==> src/rtl/bin_bcd_seq.sv <==
// Sequential double-dabble binary-to-BCD converter, one shift per clock.
// Start/busy/done handshake; result and overflow flag held until the next done.
module bin_bcd_seq #(
    parameter int BIN_W  = 16,
    parameter int DIGITS = 5
) (
    input  logic                  clk,
    input  logic                  rst,
    input  logic                  start,
    input  logic [BIN_W-1:0]      binary,
    output logic                  busy,
    output logic                  done,
    output logic [4*DIGITS-1:0]   bcd,
    output logic                  overflow
);

    localparam int W  = 4*DIGITS + BIN_W;
    localparam int CW = $clog2(BIN_W + 1);

    localparam logic [0:0] S_IDLE  = 1'b0;
    localparam logic [0:0] S_SHIFT = 1'b1;

    localparam logic [CW-1:0] LAST = CW'(BIN_W - 1);

    logic [0:0]          state_q, state_d;
    logic [W-1:0]        work_q, work_d;
    logic [CW-1:0]       cnt_q, cnt_d;
    logic                ovf_acc_q, ovf_acc_d;
    logic [4*DIGITS-1:0] bcd_q, bcd_d;
    logic                ovf_q, ovf_d;
    logic                done_q, done_d;

    logic [W-1:0]        adj;
    logic [W-1:0]        shifted;
    logic                out_bit;

    // Add-3 on every digit >= 5; the bit leaving the top digit stands for 10^DIGITS
    always_comb begin
        adj = work_q;
        for (int k = 0; k < DIGITS; k++) begin
            if (work_q[BIN_W+4*k +: 4] >= 4'd5) begin
                adj[BIN_W+4*k +: 4] = work_q[BIN_W+4*k +: 4] + 4'd3;
            end
        end
        shifted = {adj[W-2:0], 1'b0};
        out_bit = adj[W-1];
    end

    always_comb begin
        state_d   = state_q;
        work_d    = work_q;
        cnt_d     = cnt_q;
        ovf_acc_d = ovf_acc_q;
        bcd_d     = bcd_q;
        ovf_d     = ovf_q;
        done_d    = 1'b0;
        case (state_q)
            S_IDLE: begin
                if (start) begin
                    state_d   = S_SHIFT;
                    work_d    = {{(4*DIGITS){1'b0}}, binary};
                    cnt_d     = '0;
                    ovf_acc_d = 1'b0;
                end
            end
            S_SHIFT: begin
                work_d    = shifted;
                cnt_d     = cnt_q + CW'(1);
                ovf_acc_d = ovf_acc_q | out_bit;
                if (cnt_q == LAST) begin
                    state_d = S_IDLE;
                    bcd_d   = shifted[W-1 -: 4*DIGITS];
                    ovf_d   = ovf_acc_q | out_bit;
                    done_d  = 1'b1;
                end
            end
            default: state_d = S_IDLE;
        endcase
    end

    always_ff @(posedge clk or posedge rst) begin
        if (rst) begin
            state_q   <= S_IDLE;
            work_q    <= '0;
            cnt_q     <= '0;
            ovf_acc_q <= 1'b0;
            bcd_q     <= '0;
            ovf_q     <= 1'b0;
            done_q    <= 1'b0;
        end else begin
            state_q   <= state_d;
            work_q    <= work_d;
            cnt_q     <= cnt_d;
            ovf_acc_q <= ovf_acc_d;
            bcd_q     <= bcd_d;
            ovf_q     <= ovf_d;
            done_q    <= done_d;
        end
    end

    assign busy     = (state_q == S_SHIFT);
    assign done     = done_q;
    assign bcd      = bcd_q;
    assign overflow = ovf_q;

endmodule

==> config.mk <==
export PLATFORM = sky130hd
export DESIGN_NAME = bin_bcd_seq
export DESIGN_NICKNAME = d
export VERILOG_FILES = /design/src/rtl/bin_bcd_seq.sv
export SDC_FILE = /design/constraint.sdc
export NUM_CORES = 1
export LEC_CHECK = 0
export ABC_AREA = 1
export CAP_MARGIN = 10
export CORE_MARGIN = 2
export CORE_UTILIZATION = 30
export DETAILED_ROUTE_END_ITERATION = 6
export PLACE_DENSITY_LB_ADDON = 0.05
export RECOVER_POWER = 100
export SLEW_MARGIN = 40
export SYNTH_ARGS = -nofsm -noshare
export SYNTH_HDL_FRONTEND = slang
export SYNTH_SLANG_ARGS = --single-unit
==> constraint.sdc <==
create_clock -name clk -period 3 [get_ports clk]
set_input_delay 0.3 -clock clk [delete_from_list [all_inputs] [get_ports clk]]
set_output_delay 0.3 -clock clk [all_outputs]
set_load 0.05 [all_outputs]
==> load_flow_metrics.sql, run 1 <==
INSERT INTO impl_metrics (metric_group, metric, value, unit) VALUES
('run', 'max_cap_viol_count', '0', ''),
('timing', 'setup-violations-final', '0', ''),
('global_route', 'number_of_global_route_vias_before_repair', '2499', ''),
('synthesis', 'synth.cell_area', '0.00314', 'mm2'),
('die', 'top_level_ports', '42', ''),
('placed_design', 'detailedPlace.worstSlack', '1220', 'ps'),
('power', 'power_per_cell_area', '1170', 'mW/mm2'),
('drt', 'route.detailed.wl_per_inst', '13.3', 'um'),
('placed_design', 'dp_hpwl', '4900', 'um'),
('clock_tree', 'worst_skew_pair.late_latency', '340', 'ps'),
('global_route', 'globalRouteTotalUtil', '0.141', ''),
('final_layout', 'num-fill-cells', '1082', ''),
('run_status', 'run_status', 'finished clean', ''),
('drt', 'post-route-drc-count', '0', ''),
('clock_tree', 'cts.root.buffer_cell', 'sky130_fd_sc_hd__clkbuf_8', ''),
('synthesis', 'ys_warn_count', '0', ''),
('synthesis', 'synthDominantCellAreaShare', '0.518', ''),
('die', 'design.core.area', '0.0102', 'mm2'),
('synthesis', 'seq_area_frac_synth', '0.518', ''),
('timing', 'tightest_slew', '1230', 'ps'),
('worst_setup_path', 'crit_family', 'buffers and inverters', ''),
('timing', 'time_the_final_worst_path_needs_with_i_o_delays_and_setup', '1910', 'ps'),
('synthesis', 'syn-mean-instance-area', '8.58', 'um2'),
('clock_tree', 'tritoncts', 'built', ''),
('synthesis', 'ranking_of_synthesized_cells_by_area', 'sky130_fd_sc_hd__dfrtp_1 (52%), sky130_fd_sc_hd__nand2_1 (17%), sky130_fd_sc_hd__nand3_1 (8.6%)', ''),
('drt', 'drt_pass1_iterations', '4', ''),
('drt', 'route.top_layer_used', 'met4', ''),
('drt', 'routed_wirelength', '7330', 'um'),
('drt', 'detailroute.wirelength.met2', '3440', 'um'),
('timing', 'finalWorstSetupSlack', '1090', 'ps'),
('clock_tree', 'cts_made_buffers', '9', ''),
('drt', 'wl_met1', '3420', 'um'),
('synthesis', 'synth_largest_area_cell', 'sky130_fd_sc_hd__dfrtp_1', ''),
('drt', 'drt_iter0_drc', '66', ''),
('worst_setup_path', 'critical_path_cell_count', '3', ''),
('final_layout', 'seqCellArea', '0.00163', 'mm2'),
('placed_design', 'gpl_wtd_cong', '0.766', ''),
('worst_setup_path', 'end_kind', 'async pin', ''),
('timing', 'skew', '6.61', 'ps'),
('placed_design', 'dp_cells', '535', ''),
('placed_design', 'portBuffers', '41', ''),
('synthesis', 'synth.distinct_cells', '21', ''),
('worst_setup_path', 'crit_path_top_delay_cell', 'sky130_fd_sc_hd__inv_1', ''),
('clock_tree', 'cts_max_level', '3', ''),
('synthesis', 'syn-num-nets', '397', ''),
('power', 'total_leakage_power', '0.00194', 'uW'),
('die', 'die-area', '0.0113', 'mm2'),
('drt', 'routed_via_density', '4.61', ''),
('drt', 'met3_wl', '364', 'um'),
('final_layout', 'layout.core_utilization', '0.380', ''),
('final_layout', 'layout-area-overhead-vs-synth', '23.7', '%'),
('synthesis', 'post_synthesis_instance_total', '366', ''),
('worst_setup_path', 'critical_path.cell_chain', 'dlygate4sd3_1 -> inv_1 -> clkbuf_2', ''),
('global_route', 'grt_start_max_net_pins', '36', ''),
('worst_setup_path', 'worstSetupPathType', 'in -> async', ''),
('worst_setup_path', 'startpoint_type', 'input pin', ''),
('timing', 'timing_hold_violations_final', '0', ''),
('die', 'die_width', '106', 'um'),
('drt', 'vias', '2540', ''),
('worst_setup_path', 'critPathBufInv', '3', ''),
('clock_tree', 'hold_buffers', '0', ''),
('final_layout', 'antenna-diode-count', '0', ''),
('timing', 'period_utilisation_layout', '0.637', ''),
('hold_path', 'hold_path_depth', '2', ''),
('synthesis', 'synth-seq-cells', '65', ''),
('final_layout', 'post_route_cells_drive_above_1_share', '0.0699', ''),
('worst_setup_path', 'timing.reg2reg.worst_path_depth', '5', ''),
('drt', 'antenna_left', '0', ''),
('die', 'die_height', '106', 'um'),
('global_route', 'grt_overflow', '0', ''),
('clock_tree', 'cts.repair_timing.setup_buffer_count', '0', '');
[tightest hold or removal path, cell delays in order (launching register included)]
cell and delay (ps):
sky130_fd_sc_hd__dfrtp_1 340, sky130_fd_sc_hd__nand2_1 50, sky130_fd_sc_hd__nand2_1 50
[where the power goes]
group / leakage, uW / total, uW / switching, uW / internal [uW]
clock: 0.000129 / 969 / 349 / 621
sequential: 0.000813 / 1540 / 279 / 1260
combinational: 0.00100 / 2050 / 1380 / 671
total: 0.00194 / 4560 / 2010 / 2550
[layout by cell type (no fill, tap or decap), drive strengths merged]
master | synthesis | routed
a22o | 2 | 2
xnor2 | 1 | 1
bufinv | 0 | 3
nor2 | 7 | 7
a21oi | 4 | 4
inv | 30 | 30
nand2 | 144 | 144
dfrtp | 65 | 65
clkdlybuf4s50 | 0 | 17
dlygate4sd3 | 0 | 24
o22ai | 7 | 7
nand4 | 1 | 1
buf | 11 | 2
nand3 | 54 | 54
ha | 12 | 12
clkinvlp | 0 | 1
clkbuf | 0 | 13
o21ai | 22 | 22
and3 | 1 | 1
o211ai | 5 | 5
[synthesized netlist by cell type]
cell                       instances
sky130_fd_sc_hd__o21ai_0          17
sky130_fd_sc_hd__buf_2             4
sky130_fd_sc_hd__inv_1            26
sky130_fd_sc_hd__a21oi_1           4
sky130_fd_sc_hd__buf_6             7
sky130_fd_sc_hd__o22ai_1           7
sky130_fd_sc_hd__xnor2_1           1
sky130_fd_sc_hd__o211ai_1          5
sky130_fd_sc_hd__nand2_8           1
sky130_fd_sc_hd__nand2_1         141
sky130_fd_sc_hd__nor2_1            7
sky130_fd_sc_hd__inv_8             1
sky130_fd_sc_hd__inv_4             3
sky130_fd_sc_hd__nand3_1          54
sky130_fd_sc_hd__o21ai_2           5
sky130_fd_sc_hd__ha_1             12
sky130_fd_sc_hd__dfrtp_1          65
sky130_fd_sc_hd__nand2_4           2
sky130_fd_sc_hd__and3_1            1
sky130_fd_sc_hd__nand4_1           1
sky130_fd_sc_hd__a22o_1            2
[metal layers]
layer,GRT usage,vias to the layer above
li1,-,1279
met4,0.0479,0
met1,0.183,1195
met2,0.227,55
met3,0.0386,11
met5,0,-
[final timing paths]
check	startpoint	endpoint	slack [ps]
min in group asynchronous	rst	busy$_DFF_PP0_	730
worst min-delay path	bcd[6]$_DFFE_PP0P_	bcd[6]$_DFFE_PP0P_	470
worst min register to register	bcd[6]$_DFFE_PP0P_	bcd[6]$_DFFE_PP0P_	470
worst max register to register	busy$_DFF_PP0_	work_q[0]$_DFFE_PP0P_	1120
max in group clk	bcd[19]$_DFFE_PP0P_	bcd[19]	1100
worst max-delay path	rst	work_q[32]$_DFFE_PP0P_	1090
[through the flow]
stage	hold slack (ps)	instance area [um2]	power, uW
floorplan	433	3140	3090
global placement	465	3640	3680
detailed placement	466	3640	3700
CTS	398	3910	4700
global route	502	3880	4940
finish	472	3880	4560
[registers in the layout (all words and copies together), names as in the netlist]
| register | cells |
|---|---|
| cnt_q | 5 |
| done | 1 |
| bcd | 20 |
| busy | 1 |
| overflow | 1 |
| ovf_acc_q | 1 |
| work_q | 36 |
[kinds of logic (layout without fill, tap and decap cells)]
kind of cell,Yosys count,count (layout),synth area share
DFF,65,65,0.518
AOI/OAI and AO/OA,40,40,0.0789
adders and majority gates,12,12,0.0478
xor gates and xnor gates,1,1,0.00279
and+or+nand+nor,207,207,0.280
buffers and inverters,41,90,0.0721
[area by class of cell]
| type | instances | area share |
|---|---|---|
| repair buffers | 44 | 0.111 |
| well taps | 136 | 0.0438 |
| flip-flops and latches | 65 | 0.419 |
| clock inverters | 4 | 0.0251 |
| inverters | 30 | 0.0329 |
| clock buffers | 12 | 0.0425 |
| multi-input cells | 260 | 0.326 |
No activity file was read; power rests on OpenSTA's default activity.
==> run 2, diff against run 1 <==
Clock period 3 ns to 1.6 ns, I/O delays scaled along.
==> run 2 against run 1 <==
Against the previous run:
- utilization down 0.53 points
- via count down 0.24%
- sequential power rose by 86%
- total power rose by 81%
- critical path depth grew 3
- sequential cell count stayed put
- final area is 1.4% lower
- non-clock buffer count increased by 10
- clock skew is essentially flat
- worst hold slack worse by 160 ps
- register-to-register slack worse by 1000 ps
- clock power grew 62%
- largest cell class unchanged
==> load_flow_metrics.sql, run 2 (same netlist as run 1, synthesis figures left out) <==
INSERT INTO impl_metrics (metric_group, metric, value, unit) VALUES
('clock_tree', 'hold_buffers', '0', ''),
('clock_tree', 'cts.root.buffer_cell', 'sky130_fd_sc_hd__clkbuf_8', ''),
('clock_tree', 'path_clk_slew', '80', 'ps'),
('power', 'p_sw_frac', '0.467', ''),
('final_layout', 'num-fill-cells', '1097', ''),
('final_layout', 'layout.core_utilization', '0.374', ''),
('timing', 'timing_hold_violations_final', '0', ''),
('die', 'design.core.area', '0.0102', 'mm2'),
('clock_tree', 'cts-root-to-sink-buffers', '2', ''),
('drt', 'route.detailed.wl_per_inst', '13.0', 'um'),
('global_route', 'grt_antenna_before_repair', '0', ''),
('worst_setup_path', 'timing.reg2reg.worst_path_depth', '6', ''),
('timing', 'timing_max_transition_violations_final', '0', ''),
('power', 'switchingPower', '3850', 'uW'),
('clock_tree', 'cts_max_level', '3', ''),
('worst_setup_path', 'path_max_fanout', '21', ''),
('run_status', 'run_status', 'finished clean', ''),
('drt', 'antenna_left', '0', ''),
('power', 'pwr-share-comb', '0.463', ''),
('power', 'intPower', '4410', 'uW'),
('run', 'max_cap_viol_count', '0', ''),
('die', 'die_height', '106', 'um'),
('global_route', 'number_of_global_route_vias_before_repair', '2525', ''),
('power', 'power.share.sequential', '0.347', ''),
('die', 'die-area', '0.0113', 'mm2'),
('clock_tree', 'cts_made_buffers', '9', ''),
('final_layout', 'layout-area-overhead-vs-synth', '22.0', '%'),
('global_route', 'globalRouteTotalUtil', '0.141', ''),
('final_layout', 'final_nets', '451', ''),
('timing', 'holdWs', '312', 'ps'),
('worst_setup_path', 'critPathRequiredTime', '1830', 'ps'),
('final_layout', 'antenna-diode-count', '0', ''),
('power', 'clock_power_share', '0.190', ''),
('final_layout', 'mostFrequentLayoutCells', 'sky130_fd_sc_hd__nand2_1 (141), sky130_fd_sc_hd__dfrtp_1 (65), sky130_fd_sc_hd__nand3_1 (54)', ''),
('global_route', 'grt_pass1_wl', '12300', 'um'),
('drt', 'drt_iter0_drc', '83', ''),
('hold_path', 'holdCritPathClass', 'in -> async', ''),
('final_layout', 'multiInputGateArea', '0.00128', 'mm2'),
('timing', 'time_the_final_worst_path_needs_with_i_o_delays_and_setup', '1480', 'ps'),
('timing', 'tightest_slew', '651', 'ps'),
('worst_setup_path', 'worstSetupPathType', 'reg -> reg', ''),
('timing', 'achievable-frequency', '675', 'MHz'),
('timing', 'rsz0062_at_grt', 'no', ''),
('final_layout', 'seqCellArea', '0.00163', 'mm2'),
('die', 'die_width', '106', 'um'),
('global_route', 'grt_overflow', '0', ''),
('drt', 'routed_via_density', '4.52', ''),
('timing', 'setup-violations-final', '0', ''),
('final_layout', 'largest_register_ff_count', '36', ''),
('drt', 'vias', '2534', ''),
('timing', 'period_utilisation_layout', '0.925', ''),
('worst_setup_path', 'timing.reg2reg.setup_slack', '120', 'ps'),
('worst_setup_path', 'cp.arrival', '1710', 'ps'),
('timing', 'setup_tns', '0', 'ps'),
('power', 'vdd_ir_drop_max', '0.000589', 'V'),
('placed_design', 'dp_hpwl', '5020', 'um'),
('worst_setup_path', 'startpoint_type', 'register', ''),
('timing', 'skew', '6.79', 'ps'),
('worst_setup_path', 'launching_point_of_the_worst_reg2reg_path', 'cnt_q[0]$_DFFE_PP0P_', ''),
('timing', 'finalWorstSetupSlack', '120', 'ps'),
('placed_design', 'portBuffers', '41', ''),
('clock_tree', 'tritoncts', 'built', ''),
('drt', 'drt_pass1_iterations', '4', ''),
('final_layout', 'post_route_cells_drive_above_1_share', '0.0965', ''),
('power', 'total_leakage_power', '0.00189', 'uW'),
('clock_tree', 'worst_skew_pair.late_latency', '350', 'ps'),
('power', 'power_per_cell_area', '2160', 'mW/mm2'),
('drt', 'post-route-drc-count', '0', ''),
('worst_setup_path', 'end_kind', 'register', ''),
('timing', 'slew-limit-headroom', '0.564', ''),
('clock_tree', 'clock_sink_count', '65', ''),
('drt', 'routed_wirelength', '7310', 'um'),
('final_layout', 'regMostFlops', 'work_q', ''),
('die', 'start_util', '0.307', ''),
('worst_setup_path', 'r2r_end', 'bcd[15]$_DFFE_PP0P_', ''),
('final_layout', 'layout.cells.most_common', 'sky130_fd_sc_hd__nand2_1', ''),
('placed_design', 'gpl_wtd_cong', '0.791', ''),
('placed_design', 'detailedPlace.worstSlack', '87.9', 'ps'),
('die', 'rows', '37', ''),
('die', 'top_level_ports', '42', ''),
('global_route', 'grt_start_max_net_pins', '33', '');
[run 2: cell count changes in the layout (fill, tap and decap cells not counted), moves of 2 or more]
cell / delta
sky130_fd_sc_hd__clkbuf_2: +2
sky130_fd_sc_hd__buf_4: +4
sky130_fd_sc_hd__clkinv_4: +2
sky130_fd_sc_hd__buf_12: +4
sky130_fd_sc_hd__clkbuf_1: +22
sky130_fd_sc_hd__dlygate4sd3_1: -23
sky130_fd_sc_hd__clkbuf_8: -3
sky130_fd_sc_hd__clkinv_2: +2
[run 2: per-layer routing]
metal,GRT usage,share of wire
met1,0.175,0.48
met2,0.229,0.47
met3,0.0399,0.038
met4,0.0592,0.016
met5,0,0
[run 2: cell type report]
| class | count | share of cell area |
|---|---|---|
| sequential | 65 | 0.425 |
| multi-input combinational | 260 | 0.335 |
| timing repair buffer | 54 | 0.107 |
| tap | 136 | 0.0444 |
| clock buffer | 9 | 0.0323 |
| inverter | 30 | 0.0317 |
| clock inverter | 7 | 0.0248 |
[run 2: repair_timing]
action,CTS,global route
setup buffers,0,1
endpoints found under the setup margin,0,3
gates resized for setup,0,0
[run 2: how the worst max path moves through the flow]
stage / from / to
after floorplan: cnt_q[0]$_DFFE_PP0P_ / bcd[16]$_DFFE_PP0P_
after global placement: cnt_q[0]$_DFFE_PP0P_ / bcd[6]$_DFFE_PP0P_
after detailed placement: cnt_q[0]$_DFFE_PP0P_ / bcd[15]$_DFFE_PP0P_
after CTS: cnt_q[0]$_DFFE_PP0P_ / bcd[15]$_DFFE_PP0P_
after global routing: cnt_q[0]$_DFFE_PP0P_ / bcd[15]$_DFFE_PP0P_
final: cnt_q[0]$_DFFE_PP0P_ / bcd[15]$_DFFE_PP0P_
[run 2: worst max-delay path, stage by stage (launching register included)]
cell                      delay [ps]
sky130_fd_sc_hd__dfrtp_1         390
sky130_fd_sc_hd__ha_1            220
sky130_fd_sc_hd__and3_1          190
sky130_fd_sc_hd__ha_1            200
sky130_fd_sc_hd__nand2_4         100
sky130_fd_sc_hd__buf_12          150
sky130_fd_sc_hd__o21ai_0         100
[run 2: power groups by stage]
stage / Sequential (uW) / Combinational (uW) / Clock, uW
after global placement: 2910 / 4080 / 0
after global routing: 2980 / 4320 / 1700
after detailed placement: 2920 / 4090 / 0
after floorplan: 3640 / 2150 / 0
after CTS: 2890 / 4110 / 1650
final: 2860 / 3830 / 1570
[run 2: per-stage QoR]
step / cell area [um2] / power [uW] / std cells
6_report: 3830 / 8260 / 561
5_1_grt: 3830 / 9000 / 561
4_1_cts: 3950 / 8650 / 560
3_5_place_dp: 3730 / 7000 / 544
3_3_place_gp: 3730 / 6990 / 544
2_1_floorplan: 3140 / 5800 / 366
